`src/rtl/set_bit_walker.sv`:
```
// rtl/set_bit_walker.sv - serialises a request word into per-bit index beats, LSB- or MSB-first
module set_bit_walker #(
  parameter int WIDTH = 12,
  parameter int IDXW  = $clog2(WIDTH),
  parameter int CNTW  = $clog2(WIDTH + 1)
) (
  input  logic             clk_i,
  input  logic             srst_i,
  input  logic [WIDTH-1:0] data_i,
  input  logic             dir_i,
  input  logic             data_val_i,
  output logic             data_ready_o,
  output logic [IDXW-1:0]  idx_o,
  output logic             idx_val_o,
  output logic             idx_last_o,
  input  logic             idx_ready_i,
  output logic             done_o,
  output logic [CNTW-1:0]  bit_cnt_o
);

  typedef enum logic {
    IDLE = 1'b0,
    SCAN = 1'b1
  } state_t;

  state_t           state_q;
  state_t           state_d;
  logic [WIDTH-1:0] rem_q;
  logic             dir_q;
  logic [CNTW-1:0]  cnt_q;
  logic             done_q;
  logic [CNTW-1:0]  done_cnt_q;

  logic [IDXW-1:0]  sel_idx;
  logic [WIDTH-1:0] sel_mask;
  logic             one_left;
  logic             accept;
  logic             beat;

  // Edge-bit selection: the last hit of the scan wins, so scan against the desired end.
  always_comb begin
    sel_idx = '0;
    if (!dir_q) begin
      for (int i = WIDTH - 1; i >= 0; i--) begin
        if (rem_q[i]) sel_idx = IDXW'(i);
      end
    end else begin
      for (int i = 0; i < WIDTH; i++) begin
        if (rem_q[i]) sel_idx = IDXW'(i);
      end
    end
  end

  assign sel_mask = WIDTH'(1) << sel_idx;
  assign one_left = (rem_q != '0) && ((rem_q & (rem_q - WIDTH'(1))) == '0);

  always_comb begin
    state_d      = state_q;
    data_ready_o = 1'b0;
    idx_val_o    = 1'b0;
    idx_last_o   = 1'b0;
    idx_o        = '0;
    case (state_q)
      IDLE: begin
        data_ready_o = ~srst_i;
        if (data_val_i && !srst_i && data_i != '0) state_d = SCAN;
      end
      SCAN: begin
        idx_val_o  = 1'b1;
        idx_last_o = one_left;
        idx_o      = sel_idx;
        if (idx_ready_i && one_left) state_d = IDLE;
      end
      default: state_d = IDLE;
    endcase
  end

  assign accept = data_val_i & data_ready_o;
  assign beat   = idx_val_o & idx_ready_i;

  always_ff @(posedge clk_i or posedge srst_i) begin
    if (srst_i) begin
      state_q    <= IDLE;
      rem_q      <= '0;
      dir_q      <= 1'b0;
      cnt_q      <= '0;
      done_q     <= 1'b0;
      done_cnt_q <= '0;
    end else begin
      state_q <= state_d;
      done_q  <= 1'b0;
      if (accept) begin
        if (data_i != '0) begin
          rem_q <= data_i;
          dir_q <= dir_i;
          cnt_q <= '0;
        end else begin
          done_q     <= 1'b1;
          done_cnt_q <= '0;
        end
      end
      if (beat) begin
        rem_q <= rem_q & ~sel_mask;
        cnt_q <= cnt_q + CNTW'(1);
        if (one_left) begin
          done_q     <= 1'b1;
          done_cnt_q <= cnt_q + CNTW'(1);
        end
      end
    end
  end

  assign done_o    = done_q;
  assign bit_cnt_o = done_cnt_q;

endmodule

```
`config.mk`:
```
export PLATFORM = sky130hd
export DESIGN_NAME = set_bit_walker
export DESIGN_NICKNAME = d
export VERILOG_FILES = /design/src/rtl/set_bit_walker.sv
export SDC_FILE = /design/constraint.sdc
export NUM_CORES = 1
export LEC_CHECK = 0
export ABC_AREA = 1
export CAP_MARGIN = 10
export CORE_AREA = 2 2 57 59
export DETAILED_ROUTE_END_ITERATION = 16
export DIE_AREA = 0 0 59 61
export DONT_BUFFER_PORTS = 1
export PLACE_DENSITY = 0.69
export SLEW_MARGIN = 40
export SYNTH_ARGS = -nofsm -noshare
export SYNTH_HDL_FRONTEND = slang
export SYNTH_SLANG_ARGS = --single-unit
```
`constraint.sdc`:
```
create_clock -name clk_i -period 2 [get_ports clk_i]
set_input_delay 0.1 -clock clk_i [delete_from_list [all_inputs] [get_ports clk_i]]
set_output_delay 0.1 -clock clk_i [all_outputs]
set_load 0.02 [all_outputs]
```
==> run metrics <==
status=finished with violations; failing checks=setup timing; Post-Synthesis Cells=228; syn nets=between 200 and 250; Tcrit/Tclk final=101%; setup violators final=1; Finished Core Util=65.5%; CTS buffer count=3; vias in the first global route=approximately 1,600; initial antenna violation count=0; Max Root-Sink Buffers=2; worst hold path class=input pin to register; final net count=275; DP Area=1700 sq um; final critical-path setup slack=-0.0253 ns; P per Cell Area=1200 nW/um^2; Synth Register Bits=23; Synth Area in Compound Gates=19.7%; gpl congestion=0.995; I/O Buffers=0; per-cell routed wire length=approximately 15 microns; Die ar.=3600 sq um; Max-Slew Margin vs Limit=66.7%; worst path required time=1.90 ns; Max Clock Skew=0.00162 ns; htree depth=1; CP startpoint kind=register; hpwl dp=3130 microns; Post-synth EDFFs=0; clk root buf=clkbuf_4; P_leak=0.930 nW; clk_lat worst skew=about 0.31 ns; core area=slightly below 3000 sq um; Rows=20; sequential area share after synthesis=36.0%; layout cells sized above 1=between 20% and 30%; Tmin final=~2 ns; crit path DAT=1.93 ns; pin count of the biggest net entering global routing=24; CTS tree=built; setup_tns=-0.0253 ns; Final Hold Fails=0; clock-pin slew on the worst setup and hold paths=0.12 ns; simple-gate share of the synthesized area=approximately a third; Initial Util=54.1%; Die X-Extent=about 60 microns; Post-Syn Area=1600 sq um; post-synth cell types=34; post-synth top area share=36.0%; Initial DRC Count=65; most frequent cells after synthesis=nand2_1, nor2_1, dfrtp_1, inv_1, a21oi_1; Ant. Diodes=0; post-synthesis xor/xnor area fraction=less than 1%; worst hold margin=0.0111 ns; CP Capture Type=primary output; synth top area cells=dfrtp_1, nand2_1, a21oi_1; max frequency=roughly 490 MHz; Post-synth ARST share=100%; final instance area=~1900 sq um; routed vias=approximately 1,700; Post-Syn Area per Cell=7.01 sq um; DIE HEIGHT=61 microns; area leader, netlist=dfrtp_1; ys flop type=dfrtp_1; largest family of logic cells by synthesized area=simple AND/OR/NAND/NOR gates; DRT antenna net count=0; post-synthesis adder-cell area fraction=0.783%; GRT Total Usage=around 26%; total clock sinks=23; routed wire length=4280 microns; Setup CP Type=register to primary output; I/O pin total=29; Inst Count DP=268; total power=2.32 mW; DR DRC count=0; RSZ-0062 raised after global routing=true; CP max FO=6; Yosys warnings=0; first-pass GRT wire length=7090 microns; mux share of post-synthesis cell area=0%; non-filler instance count after layout=289; gr ovfl total=0; slew at the pin closest to its max-slew limit=0.498 ns; VDD IR max=0.000576 V; Setup WS pre-CTS=0.107 ns; DR vias/cell=between 5 and 6; top-count cell post-synth=nand2_1; Slew Viols, Final=0; max cap viols=0; Pre-Repair DR Iteration Count=4; area growth from synthesis to layout=21.0%
-- flip-flops by register name, indices dropped and copies added (netlist names) --
register,cells
rem_q,12
bit_cnt_o,4
cnt_q,4
dir_q,1
done_o,1
state_q,1
-- layout make-up --
| type | count | area, sq um |
|---|---|---|
| fillers | 269 | 1020 |
| multi-input cells | 173 | 952 |
| flip-flops and latches | 23 | 578 |
| repair buffers | 27 | 220 |
| inverters | 29 | 114 |
| well taps | 33 | 41.3 |
| clock buffers | 3 | 22.5 |
| clock inverters | 1 | 5.00 |
-- critical path: stages (launching register included) --
cell,delay (ns)
dfrtp_2,0.47
nor2_4,0.12
inv_2,0.06
nor2_4,0.13
inv_4,0.07
nor2_8,0.12
o21ai_1,0.11
nor4_2,0.21
nand3b_1,0.10
nor2_1,0.09
buf_4,0.15
-- cells in the final DEF, fill, tap and decap left out, drive strengths merged --
master and count:
buf 20, nor3 2, nand3 7, o21ai 24, o31ai 4, clkbuf 3, nand3b 1, nor4 4
xor2 1, dfrtp 23, and2 2, clkinv 2, nand4 6, a31oi 1, a21o 1, a21oi 19
dlygate4sd3 7, inv 28, o21bai 4, ha 1, a21boi 1, nand2 65, nor3b 1, o211ai 2
nor2 27
-- routing by layer --
layer,vias to the layer above,track usage (%),wire (microns)
met2,53,47.0,2220
met3,10,2.77,193
li1,808,-,-
met1,787,31.7,1780
met5,-,0,0
met4,0,10.1,89
-- path summary, 6_finish.rpt --
kind	slack (ns)	endpoint	startpoint	cells past startpoint
worst max-delay path	-0.03	idx_last_o	rem_q[1]$_DFFE_PP0P_	10
worst min-delay path	0.01	rem_q[9]$_DFFE_PP0P_	data_i[9]	2
worst max register to register	0.03	bit_cnt_o[3]$_DFF_PP0_	rem_q[1]$_DFFE_PP0P_	15
worst min register to register	0.54	cnt_q[2]$_DFFE_PP0P_	cnt_q[2]$_DFFE_PP0P_	2
max in group asynchronous	1.38	rem_q[1]$_DFFE_PP0P_	srst_i	2
min in group asynchronous	0.26	rem_q[8]$_DFFE_PP0P_	srst_i	2
-- where the power goes --
part	leakage, nW	switching (mW)	total [mW]	internal [mW]
Combinational	0.636	0.875	1.37	0.491
Sequential	0.276	0.139	0.741	0.602
Clock	0.0177	0.139	0.214	0.0747
Total	0.930	1.15	2.32	1.17
-- cells by family after synthesis --
| group | count (synthesis) |
|---|---|
| AO/OA/AOI/OAI | 56 |
| XOR/XNOR | 1 |
| adder cells (fa/ha/maj) | 1 |
| buffers and inverters | 32 |
| flip-flops | 23 |
| AND/OR/NAND/NOR | 115 |
-- what timing repair did --
action / in CTS / in global routing
cloned: 0 / 0
endpoints found under the hold margin: 29 / 0
endpoints found under the setup margin: 5 / 11
gates resized for setup: 12 / 13
setup buffers: 5 / 5
pin swaps: 0 / 2
hold buffers: 7 / 0
Note: power is estimated with default switching activity, not from simulation.
